$ cat src/rtl/avlst_video_pkg.sv
// avlst_video_pkg
// Shared types and helpers for the Avalon-ST video pattern source.
//   rgb_t       : packed 8-bit R, G, B pixel
//   pattern_e   : test pattern selector encoding (matches pattern_sel values)
//   state_e     : source state machine states
//   pack_pixel  : places an RGB pixel into the 32-bit stream word {8'h00, R, G, B}
//   bit_at      : single-bit extract that stays legal for counters narrower than the bit
package avlst_video_pkg;

    typedef struct packed {
        logic [7:0] r;
        logic [7:0] g;
        logic [7:0] b;
    } rgb_t;

    typedef enum logic [1:0] {
        PAT_BARS  = 2'd0,
        PAT_GRAD  = 2'd1,
        PAT_CHECK = 2'd2,
        PAT_FILL  = 2'd3
    } pattern_e;

    typedef enum logic {
        ST_IDLE,
        ST_STREAM
    } state_e;

    function automatic logic [31:0] pack_pixel(input rgb_t p);
        return {8'h00, p};
    endfunction

    function automatic logic bit_at(input logic [31:0] v, input int unsigned i);
        return v[i];
    endfunction

endpackage

$ cat src/rtl/avlst_if.sv
// avlst_if
// Avalon-ST point-to-point stream bundle.
//   valid, data, startofpacket, endofpacket : source -> sink
//   ready                                   : sink -> source
interface avlst_if #(
    parameter int DATA_BYTES = 4
);
    logic                      valid;
    logic                      ready;
    logic [8*DATA_BYTES-1:0]   data;
    logic                      startofpacket;
    logic                      endofpacket;

    modport master (
        output valid, data, startofpacket, endofpacket,
        input  ready
    );

    modport slave (
        input  valid, data, startofpacket, endofpacket,
        output ready
    );
endinterface

$ cat src/rtl/avlst_pattern_pixel.sv
// avlst_pattern_pixel
// Combinational pixel generator for the test patterns.
//   x_i, y_i    : pixel coordinates
//   bar_i       : colour-bar index (0..7) tracked by the caller
//   pattern_i   : latched pattern for the current frame
//   fill_i      : frame counter value captured at frame start
//   rgb_o       : resulting pixel colour
module avlst_pattern_pixel
    import avlst_video_pkg::*;
#(
    parameter int XW = 10,
    parameter int YW = 9
) (
    input  logic [XW-1:0] x_i,
    input  logic [YW-1:0] y_i,
    input  logic [2:0]    bar_i,
    input  pattern_e      pattern_i,
    input  logic [7:0]    fill_i,
    output rgb_t          rgb_o
);

    always_comb begin
        rgb_o = '0;
        unique case (pattern_i)
            PAT_BARS: begin
                rgb_o.r = {8{bar_i[2]}};
                rgb_o.g = {8{bar_i[1]}};
                rgb_o.b = {8{bar_i[0]}};
            end
            PAT_GRAD: begin
                rgb_o.r = 8'(x_i);
                rgb_o.g = 8'(x_i);
                rgb_o.b = 8'(x_i);
            end
            PAT_CHECK: begin
                // 16x16 squares; bits above the counter width read as zero
                if (bit_at(32'(x_i), 4) ^ bit_at(32'(y_i), 4)) begin
                    rgb_o = '1;
                end
            end
            PAT_FILL: begin
                rgb_o.r = fill_i;
                rgb_o.g = ~fill_i;
                rgb_o.b = 8'(y_i);
            end
            default: rgb_o = '0;
        endcase
    end

endmodule

$ cat src/rtl/avlst_pattern_src.sv
// avlst_pattern_src
// Avalon-ST source producing one raster test frame per packet, with full
// ready backpressure and back-to-back frames while enable stays high.
//   clk, reset   : clock, asynchronous active-high reset
//   enable       : keep starting new frames while high
//   pattern_sel  : pattern choice, latched at each frame start
//   frame_done   : one-cycle pulse when the eop beat is accepted
//   frame_cnt    : completed frames, modulo 256
//   stream       : Avalon-ST master (valid/ready/data/sop/eop)
module avlst_pattern_src
    import avlst_video_pkg::*;
#(
    parameter int H_PIXELS   = 800,
    parameter int V_PIXELS   = 480,
    parameter int DATA_BYTES = 4
) (
    input  logic       clk,
    input  logic       reset,
    input  logic       enable,
    input  logic [1:0] pattern_sel,
    output logic       frame_done,
    output logic [7:0] frame_cnt,
    avlst_if.master    stream
);

    localparam int XW    = $clog2(H_PIXELS);
    localparam int YW    = (V_PIXELS > 1) ? $clog2(V_PIXELS) : 1;
    localparam int BAR_W = H_PIXELS / 8;
    localparam int SW    = (BAR_W > 1) ? $clog2(BAR_W) : 1;
    localparam int DW    = 8 * DATA_BYTES;

    localparam logic [XW-1:0] X_LAST = XW'(H_PIXELS - 1);
    localparam logic [YW-1:0] Y_LAST = YW'(V_PIXELS - 1);
    localparam logic [SW-1:0] S_LAST = SW'(BAR_W - 1);

    state_e        state_q, state_d;
    logic [XW-1:0] x_q, x_d;
    logic [YW-1:0] y_q, y_d;
    logic [2:0]    bar_q, bar_d;
    logic [SW-1:0] sub_q, sub_d;
    pattern_e      pat_q, pat_d;
    logic [7:0]    fill_q, fill_d;
    logic          valid_q, valid_d;
    logic          sop_q, sop_d;
    logic          eop_q, eop_d;
    logic [DW-1:0] data_q, data_d;
    logic          frame_done_q, frame_done_d;
    logic [7:0]    frame_cnt_q, frame_cnt_d;

    logic          start_frame;
    logic [7:0]    start_fill;
    rgb_t          pix_d;

    always_comb begin
        state_d      = state_q;
        x_d          = x_q;
        y_d          = y_q;
        bar_d        = bar_q;
        sub_d        = sub_q;
        pat_d        = pat_q;
        fill_d       = fill_q;
        valid_d      = valid_q;
        sop_d        = sop_q;
        eop_d        = eop_q;
        frame_done_d = 1'b0;
        frame_cnt_d  = frame_cnt_q;
        start_frame  = 1'b0;
        start_fill   = frame_cnt_q;

        unique case (state_q)
            ST_IDLE: begin
                if (enable) begin
                    start_frame = 1'b1;
                    state_d     = ST_STREAM;
                end
            end
            ST_STREAM: begin
                if (valid_q && stream.ready) begin
                    if (eop_q) begin
                        frame_done_d = 1'b1;
                        frame_cnt_d  = frame_cnt_q + 8'd1;
                        if (enable) begin
                            // next frame's fill pattern shows the updated count
                            start_frame = 1'b1;
                            start_fill  = frame_cnt_d;
                        end else begin
                            state_d = ST_IDLE;
                            valid_d = 1'b0;
                            sop_d   = 1'b0;
                            eop_d   = 1'b0;
                        end
                    end else begin
                        sop_d = 1'b0;
                        if (x_q == X_LAST) begin
                            x_d   = '0;
                            y_d   = y_q + YW'(1);
                            bar_d = '0;
                            sub_d = '0;
                        end else begin
                            x_d = x_q + XW'(1);
                            // bar index advances every BAR_W pixels, no divider
                            if (sub_q == S_LAST) begin
                                sub_d = '0;
                                bar_d = bar_q + 3'd1;
                            end else begin
                                sub_d = sub_q + SW'(1);
                            end
                        end
                        eop_d = (x_d == X_LAST) && (y_d == Y_LAST);
                    end
                end
            end
            default: state_d = ST_IDLE;
        endcase

        if (start_frame) begin
            x_d     = '0;
            y_d     = '0;
            bar_d   = '0;
            sub_d   = '0;
            pat_d   = pattern_e'(pattern_sel);
            fill_d  = start_fill;
            valid_d = 1'b1;
            sop_d   = 1'b1;
            eop_d   = 1'b0;
        end
    end

    // Pixel for the beat about to be presented, so data is registered with valid
    avlst_pattern_pixel #(
        .XW (XW),
        .YW (YW)
    ) u_pixel (
        .x_i       (x_d),
        .y_i       (y_d),
        .bar_i     (bar_d),
        .pattern_i (pat_d),
        .fill_i    (fill_d),
        .rgb_o     (pix_d)
    );

    assign data_d = valid_d ? DW'(pack_pixel(pix_d)) : '0;

    always_ff @(posedge clk or posedge reset) begin
        if (reset) begin
            state_q      <= ST_IDLE;
            x_q          <= '0;
            y_q          <= '0;
            bar_q        <= '0;
            sub_q        <= '0;
            pat_q        <= PAT_BARS;
            fill_q       <= '0;
            valid_q      <= 1'b0;
            sop_q        <= 1'b0;
            eop_q        <= 1'b0;
            data_q       <= '0;
            frame_done_q <= 1'b0;
            frame_cnt_q  <= '0;
        end else begin
            state_q      <= state_d;
            x_q          <= x_d;
            y_q          <= y_d;
            bar_q        <= bar_d;
            sub_q        <= sub_d;
            pat_q        <= pat_d;
            fill_q       <= fill_d;
            valid_q      <= valid_d;
            sop_q        <= sop_d;
            eop_q        <= eop_d;
            data_q       <= data_d;
            frame_done_q <= frame_done_d;
            frame_cnt_q  <= frame_cnt_d;
        end
    end

    assign stream.valid         = valid_q;
    assign stream.data          = data_q;
    assign stream.startofpacket = sop_q;
    assign stream.endofpacket   = eop_q;
    assign frame_done           = frame_done_q;
    assign frame_cnt            = frame_cnt_q;

endmodule

$ cat src/flat_wrapper.sv
// flat-port wrapper written by rule: the top's interface ports become plain ports
module avlst_pattern_src_flat import avlst_video_pkg::*;
#(
    parameter int H_PIXELS   = 800,
    parameter int V_PIXELS   = 480,
    parameter int DATA_BYTES = 4
)
  (clk, reset, enable, pattern_sel, frame_done, frame_cnt, stream_valid, stream_data, stream_startofpacket, stream_endofpacket, stream_ready);
  avlst_if #(.DATA_BYTES(DATA_BYTES)) stream_i ();
  input  logic clk;
  input  logic reset;
  input  logic enable;
  input  logic [1:0] pattern_sel;
  output logic frame_done;
  output logic [7:0] frame_cnt;
  output wire logic [$bits(stream_i.valid)-1:0] stream_valid;
  output wire logic [$bits(stream_i.data)-1:0] stream_data;
  output wire logic [$bits(stream_i.startofpacket)-1:0] stream_startofpacket;
  output wire logic [$bits(stream_i.endofpacket)-1:0] stream_endofpacket;
  input wire logic [$bits(stream_i.ready)-1:0] stream_ready;
  assign stream_valid = stream_i.valid;
  assign stream_data = stream_i.data;
  assign stream_startofpacket = stream_i.startofpacket;
  assign stream_endofpacket = stream_i.endofpacket;
  assign stream_i.ready = stream_ready;
  avlst_pattern_src #(.H_PIXELS(H_PIXELS), .V_PIXELS(V_PIXELS), .DATA_BYTES(DATA_BYTES)) u_core (.clk(clk), .reset(reset), .enable(enable), .pattern_sel(pattern_sel), .frame_done(frame_done), .frame_cnt(frame_cnt), .stream(stream_i));
endmodule
$ cat config.mk
export PLATFORM = sky130hd
export DESIGN_NAME = avlst_pattern_src_flat
export DESIGN_NICKNAME = d
export VERILOG_FILES = /design/src/rtl/avlst_video_pkg.sv /design/src/rtl/avlst_if.sv /design/src/rtl/avlst_pattern_pixel.sv /design/src/rtl/avlst_pattern_src.sv /design/src/flat_wrapper.sv
export SDC_FILE = /design/constraint.sdc
export NUM_CORES = 1
export LEC_CHECK = 0
export ABC_AREA = 0
export ABC_CLOCK_PERIOD_IN_PS = 2240
export CAP_MARGIN = 40
export CORE_ASPECT_RATIO = 1.4
export CORE_UTILIZATION = 45
export DETAILED_ROUTE_END_ITERATION = 12
export HOLD_SLACK_MARGIN = 0.06
export PLACE_DENSITY_LB_ADDON = 0.12
export SKIP_CTS_REPAIR_TIMING = 1
export SYNTH_ARGS = -nofsm -noshare
export SYNTH_HDL_FRONTEND = slang
export SYNTH_SLANG_ARGS = --single-unit
$ cat constraint.sdc
create_clock -name clk -period 2.24 [get_ports clk]
set_input_delay 0.448 -clock clk [delete_from_list [all_inputs] [get_ports clk]]
set_output_delay 0.448 -clock clk [all_outputs]
set_load 0.005 [all_outputs]
==> results of run 1 <==
==> sequential cells by signal, summed over array words and instances, names as in the netlist <==
register	cells
u_core.fill_q	8
u_core.bar_q	3
u_core.pat_q	2
u_core.stream.valid	1
u_core.frame_cnt	8
u_core.y_q	9
u_core.sub_q	7
u_core.stream.endofpacket	1
u_core.x_q	10
u_core.stream.startofpacket	1
u_core.stream.data	24
u_core.state_q	1
u_core.frame_done	1
==> worst register-to-register path, stage by stage (launching register included) <==
cell and delay, ns:
dfrtp_1 0.44, nand4_1 0.28, a21oi_2 0.25, a21oi_1 0.07, buf_4 0.18, inv_1 0.08
nand2_1 0.09, buf_4 0.15, or3_1 0.34, a31oi_1 0.21
==> metrics by stage <==
stage	power [mW]	hold slack, ns	cell area (um^2)	cells	util (%)
floorplan	1.76	0.466	4210	449	-
global placement	1.98	0.476	5410	671	60.2
detailed placement	2.00	0.489	5410	671	60.2
CTS	3.67	0.501	5750	687	64.0
global route	3.81	0.530	6010	692	66.9
finish	3.67	0.502	6010	692	66.9
==> power groups by stage <==
stage               Sequential (mW)  Clock, mW  Combinational (mW)
floorplan                      1.51          0               0.252
global placement               1.51          0               0.468
detailed placement             1.51          0               0.483
CTS                            1.49       1.69               0.487
global route                   1.50       1.74               0.565
finish                         1.50       1.66               0.514
==> area by class of cell <==
class	instances	area (um^2)	share of cell area, %
clock inverters	6	113	1.88
repair buffers	151	1310	21.9
well taps	107	134	2.23
multi-input cells	325	2250	37.4
clock buffers	10	229	3.81
inverters	17	67.6	1.13
flip-flops and latches	76	1900	31.7
==> final timing paths <==
| path | start | to | cells past startpoint |
|---|---|---|---|
| max reg2reg | u_core.stream.valid | u_core.stream.data[2] | 9 |
| max in group asynchronous | reset | u_core.state_q | 3 |
| max | u_core.stream.valid | u_core.stream.data[2] | 9 |
| min | u_core.y_q[8] | u_core.y_q[8] | 2 |
| min in group asynchronous | reset | u_core.stream.data[19] | 2 |
| min reg2reg | u_core.y_q[8] | u_core.y_q[8] | 2 |
==> logic make-up (layout without fill, tap and decap cells) <==
logic type	Yosys count	after routing	synth area share [%]
simple gates	178	178	23.1
compound gates	98	98	15.6
flops	76	76	45.6
buf+inv	48	184	6.00
xor+xnor	27	27	5.67
mux	9	9	2.37
fa+ha+maj	5	5	1.50
other cells	1	8	0.0900
==> layout by cell type (no fill, tap or decap), types with 3 or more instances in the layout <==
| cell | netlist | final |
|---|---|---|
| inv_1 | 16 | 15 |
| clkbuf_16 | 0 | 10 |
| or2_4 | 0 | 3 |
| xnor2_1 | 15 | 14 |
| nor3_2 | 0 | 4 |
| nand2b_1 | 4 | 4 |
| nand3_1 | 22 | 22 |
| nand2_1 | 59 | 58 |
| nor3_1 | 9 | 5 |
| o21ai_0 | 20 | 19 |
| and3_1 | 4 | 4 |
| o31a_1 | 3 | 3 |
| bufinv_16 | 0 | 3 |
| a211oi_2 | 0 | 3 |
| a31oi_1 | 12 | 7 |
| a21oi_2 | 2 | 4 |
| o31ai_1 | 6 | 5 |
| a21oi_1 | 25 | 23 |
| conb_1 | 1 | 8 |
| xor2_1 | 12 | 12 |
| clkdlybuf4s50_1 | 0 | 39 |
| nand4_1 | 10 | 10 |
| buf_12 | 0 | 4 |
| dfrtp_1 | 76 | 75 |
| mux2_2 | 4 | 4 |
| o21a_1 | 3 | 3 |
| a211oi_1 | 6 | 3 |
| and2_1 | 5 | 4 |
| and4_1 | 3 | 3 |
| nor2_1 | 33 | 32 |
| mux2i_1 | 4 | 3 |
| buf_4 | 8 | 104 |
| or3_1 | 3 | 3 |
| a31oi_2 | 0 | 4 |
| ha_1 | 5 | 4 |
==> routing by layer <==
layer	wire, um	share of wire [%]	vias up	GRT usage [%]
li1	-	-	1829	-
met1	4800	40	1857	29.2
met2	6340	53	113	45.2
met3	473	3.9	32	4.49
met4	453	3.8	0	12.6
met5	0	0	-	0
==> flow_metrics.env, run 1 <==
export IMPL_track_usage_pct=25.3
export IMPL_hold_viol=0
export IMPL_netlist_top_cell_by_area="dfrtp_1"
export IMPL_max_vdd_ir_drop_mv=0.719
export IMPL_cp_max_fo=5
export IMPL_clockRootBuffer="clkbuf_16"
export IMPL_synth_area_per_cell_um2=9.43
export IMPL_clkSlewWorstSetupHoldPaths_ns=0.06
export IMPL_period_needed_ns=2.18
export IMPL_cp_common_cell="buf_4"
export IMPL_cts_tree="yes"
export IMPL_swShare_pct=24.7
export IMPL_internal_power_mw=2.76
export IMPL_first_pass_iters=5
export IMPL_ant_nets=0
export IMPL_synth_most_common_cell="dfrtp_1"
export IMPL_grt_pass1_vias=3752
export IMPL_combPwrFrac_pct=14.0
export IMPL_wirelength_um=12100
export IMPL_core_area_um2=8980
export IMPL_synth_edf_count=0
export IMPL_p_sw_mw=0.907
export IMPL_h_tree_depth=3
export IMPL_fin_ws_ns=0.0631
export IMPL_grt_remaining_overflow=0
export IMPL_grt_max_degree=31
export IMPL_dp_slack_ns=-0.501
export IMPL_cp_slowest_cell="dfrtp_1"
export IMPL_path_delay_family="simple AND/OR/NAND/NOR gates"
export IMPL_yosysSeqAreaShare_pct=45.6
export IMPL_hold_path_class="reg2reg"
export IMPL_ys_seq_elements=76
export IMPL_fin_worst_skew_ns=0.00542
export IMPL_diodes=0
export IMPL_synthArstFlopShare_pct=100
export IMPL_antenna_found_initial=0
export IMPL_n_fill_cell=693
export IMPL_drt_wirelength_per_cell_um=17.4
export IMPL_cp_start_kind="flip-flop"
export IMPL_maxSlewHeadroom_pct=63.5
export IMPL_clockPowerShare_pct=45.2
export IMPL_synthToLayoutAreaGrowth_pct=44.1
export IMPL_num_vias=3831
export IMPL_drc_errors=0
export IMPL_die_area_um2=9660
export IMPL_nets=591
export IMPL_period_share_pct=97.2
export IMPL_io_pin_count=50
export IMPL_criticalPathCategory="reg2reg"
export IMPL_synth_cells=442
export IMPL_drive_gt1_share_pct=31.1
export IMPL_clk_latency_ns=0.34
export IMPL_synth_main_ff_cell="dfrtp_1"
export IMPL_yosys_warnings=0
export IMPL_drv_cap=0
export IMPL_reg2reg_slack_ns=0.06
export IMPL_initial_utilization_pct=46.4
export IMPL_power_density_nw_per_um2=611
export IMPL_cts_inserted_buffers=9
export IMPL_clock_fmax_ghz=0.459
export IMPL_end_kind="flip-flop"
export IMPL_pwr_share_seq_pct=40.8
export IMPL_drv_slew=0
export IMPL_crit_path_cell_trace="nand4_1, a21oi_2, a21oi_1, buf_4, inv_1, nand2_1, buf_4, or3_1, a31oi_1"
export IMPL_synthTopCellsByCount="dfrtp_1, nand2_1, nor2_1"
export IMPL_synth_area_leaders="dfrtp_1, nand2_1, xnor2_1, a21oi_1, nor2_1"
export IMPL_vias_per_cell=5.54
export IMPL_drt_iter0_markers=201
export IMPL_required_ns=2.49
export IMPL_critPathBufInv=3
export IMPL_p_leak_nw=2.83
export IMPL_critPathMaxStageDelay_ns=0.44
export IMPL_finalSetupTns_ns=0
export IMPL_cts_num_sinks=76
export IMPL_num_rows=41
export IMPL_tightest_slew_ns=0.546
export IMPL_io_buffers=41
export IMPL_synth_top_area_share_pct=45.6
export IMPL_cts_max_path_buffers=2
export IMPL_die_x_um=83.3
export IMPL_synth_cell_type_count=68
export IMPL_gp_congestion=0.954
export IMPL_setup_viol=0
export IMPL_dp_hpwl_um=8950
export IMPL_die_y_um=116
export IMPL_status="finished, final reports clean"
export IMPL_grt_pass1_wl_um=18800
export IMPL_arrival_ns=2.43
export IMPL_synth_area_um2=4170
Power figures use the tool's default switching activity.
==> inputs of run 2 (changes only) <==
--- a/config.mk
+++ b/config.mk
@@ -8,8 +8,10 @@
 export ABC_AREA = 0
 export ABC_CLOCK_PERIOD_IN_PS = 2240
 export CAP_MARGIN = 40
+export CELL_PAD_IN_SITES_DETAIL_PLACEMENT = 1
+export CELL_PAD_IN_SITES_GLOBAL_PLACEMENT = 2
 export CORE_ASPECT_RATIO = 1.4
-export CORE_UTILIZATION = 45
+export CORE_UTILIZATION = 32
 export DETAILED_ROUTE_END_ITERATION = 12
 export HOLD_SLACK_MARGIN = 0.06
 export PLACE_DENSITY_LB_ADDON = 0.12
==> run 2 against run 1 <==
  * The run now ends with design-rule violations left
  * Routed wire length increased by 17%
  * First-iteration DRC count decreased by 43%
  * Design area increased by 2.8%
  * Maximum frequency decreased by 2.0%
  * Sequential share of layout area decreased by 0.87 points
  * Utilization decreased by 18 points
  * Largest power group unchanged
  * Register-to-register slack about the same
  * Clock skew increased by 0.0022 ns
  * Hold slack improved by 0.013 ns
  * Clock power decreased by 8%
  * Global-route usage decreased by 3.7 points
  * Clock-buffer cell count increased by 1
==> flow_metrics.env, run 2 (synthesis gave the netlist of run 1 again) <==
export IMPL_status="finished, violations left"
export IMPL_violations="design-rule violations"
export IMPL_drv_cap=0
export IMPL_fin_ws_ns=0.0178
export IMPL_worst_r2r_path_depth=10
export IMPL_cts_num_sinks=76
export IMPL_vias_per_cell=5.16
export IMPL_setup_viol=0
export IMPL_drt_wirelength_per_cell_um=18.6
export IMPL_num_vias=3918
export IMPL_clkSlewWorstSetupHoldPaths_ns=0.06
export IMPL_end_kind="flip-flop"
export IMPL_drc_errors=3
export IMPL_drt_iter0_markers=115
export IMPL_cts_inserted_buffers=9
export IMPL_hp_start="u_core.y_q[8]"
export IMPL_arrival_ns=2.46
export IMPL_die_y_um=137
export IMPL_p_leak_nw=2.86
export IMPL_cts_max_path_buffers=2
export IMPL_clk_latency_ns=0.34
export IMPL_hold_viol=0
export IMPL_register_area_um2=1900
export IMPL_nets=612
export IMPL_synthToLayoutAreaGrowth_pct=48.1
export IMPL_grt_pass1_wl_um=21900
export IMPL_fin_area_um2=6170
export IMPL_worstHoldPathCells=2
export IMPL_io_buffers=41
export IMPL_period_needed_ns=2.22
export IMPL_rsz0062_at_grt="yes"
export IMPL_cp_max_fo=6
export IMPL_dp_hpwl_um=11000
export IMPL_clockRootBuffer="clkbuf_16"
export IMPL_die_x_um=98.5
export IMPL_grt_max_degree=42
export IMPL_n_fill_cell=1471
export IMPL_grt_remaining_overflow=0
export IMPL_num_rows=49
export IMPL_fin_worst_skew_ns=0.00760
export IMPL_io_pin_count=50
export IMPL_drv_slew=0
export IMPL_cts_tree="yes"
export IMPL_h_tree_depth=3
export IMPL_track_usage_pct=21.6
export IMPL_cp_start_kind="primary input"
export IMPL_final_common_cell="buf_4"
export IMPL_ant_nets=0
export IMPL_gp_congestion=0.872
export IMPL_required_ns=2.48
export IMPL_reg2reg_slack_ns=0.05
export IMPL_largest_reg_flops=24
export IMPL_core_area_um2=12800
export IMPL_rr_startpoint="u_core.x_q[1]"
export IMPL_mostFrequentLayoutCells="buf_4, dfrtp_1, nand2_1"
export IMPL_period_share_pct=99.2
export IMPL_r2r_end="u_core.stream.endofpacket"
export IMPL_dpl_cell_area_um2=5560
export IMPL_diodes=0
export IMPL_initial_utilization_pct=32.7
export IMPL_die_area_um2=13500
export IMPL_multiInputGateArea_um2=2240
export IMPL_power_density_nw_per_um2=576
export IMPL_clock_fmax_ghz=0.450
export IMPL_grt_pass1_vias=4106
export IMPL_holdWs_ns=0.515
export IMPL_hold_end="u_core.y_q[8]"
export IMPL_wirelength_um=14100
export IMPL_antenna_found_initial=0
export IMPL_criticalPathCategory="in2reg"
export IMPL_dp_slack_ns=-0.620
export IMPL_max_vdd_ir_drop_mv=0.302
export IMPL_drive_gt1_share_pct=33.3
export IMPL_first_pass_iters=10
export IMPL_hold_path_class="reg2reg"
-- run 2: cell types whose count changed in the layout (fill, tap and decap cells not counted), sizes merged --
cell and change:
buf +22, bufinv -2, clkdlybuf4s50 +1, dlymetal6s2s -1, inv +1
-- run 2: power breakdown --
group          internal [mW]  switching [mW]  total [mW]
clock network          0.926           0.603        1.53
registers               1.43          0.0546        1.48
logic                  0.256           0.288       0.544
-- run 2: layout make-up --
cell class / instances / share of cell area (%)
Multi-Input combinational cell: 325 / 36.4
Sequential cell: 76 / 30.8
Timing Repair Buffer: 172 / 23.6
Clock buffer: 11 / 4.09
Tap cell: 153 / 3.10
Inverter: 17 / 1.09
Clock inverter: 5 / 0.932
-- run 2: worst max-delay path by stage --
stage,end,from,slack (ns),cells past startpoint
after detailed placement,u_core.stream.data[11],stream_ready,-0.62,7
after global placement,u_core.stream.data[5],stream_ready,-0.62,7
final,u_core.stream.data[7],enable,0.02,11
after global routing,u_core.stream.data[10],enable,-0.06,11
after floorplan,u_core.stream.data[3],u_core.x_q[0],0.01,8
after CTS,u_core.stream.data[11],stream_ready,-0.26,7
-- run 2: per-stage QoR --
| step | util (%) | setup TNS, ns | power, mW | std cells |
|---|---|---|---|---|
| 3_3_place_gp | 43.6 | -13.95 | 1.98 | 731 |
| 3_5_place_dp | 43.6 | -16.00 | 1.99 | 731 |
| 2_1_floorplan | - | 0 | 1.76 | 449 |
| 6_report | 48.4 | 0 | 3.55 | 759 |
| 4_1_cts | 46.0 | -3.52 | 3.53 | 747 |
| 5_1_grt | 48.4 | -0.217 | 3.70 | 759 |
-- run 2: metal layers --
layer	global-route usage (%)	routed length, um	vias to the layer above
li1	-	-	1871
met1	24.5	5710	1960
met2	39.2	7660	61
met3	3.17	279	26
met4	11.4	501	0
met5	0	0	-
-- run 2: critical path, stage by stage --
cell	delay, ns
clkdlybuf4s50_1	0.46
nand4_1	0.11
buf_4	0.15
nand2_2	0.11
buf_8	0.16
buf_4	0.16
buf_4	0.14
o22ai_2	0.25
nor2_1	0.08
buf_4	0.16
nor3_2	0.23
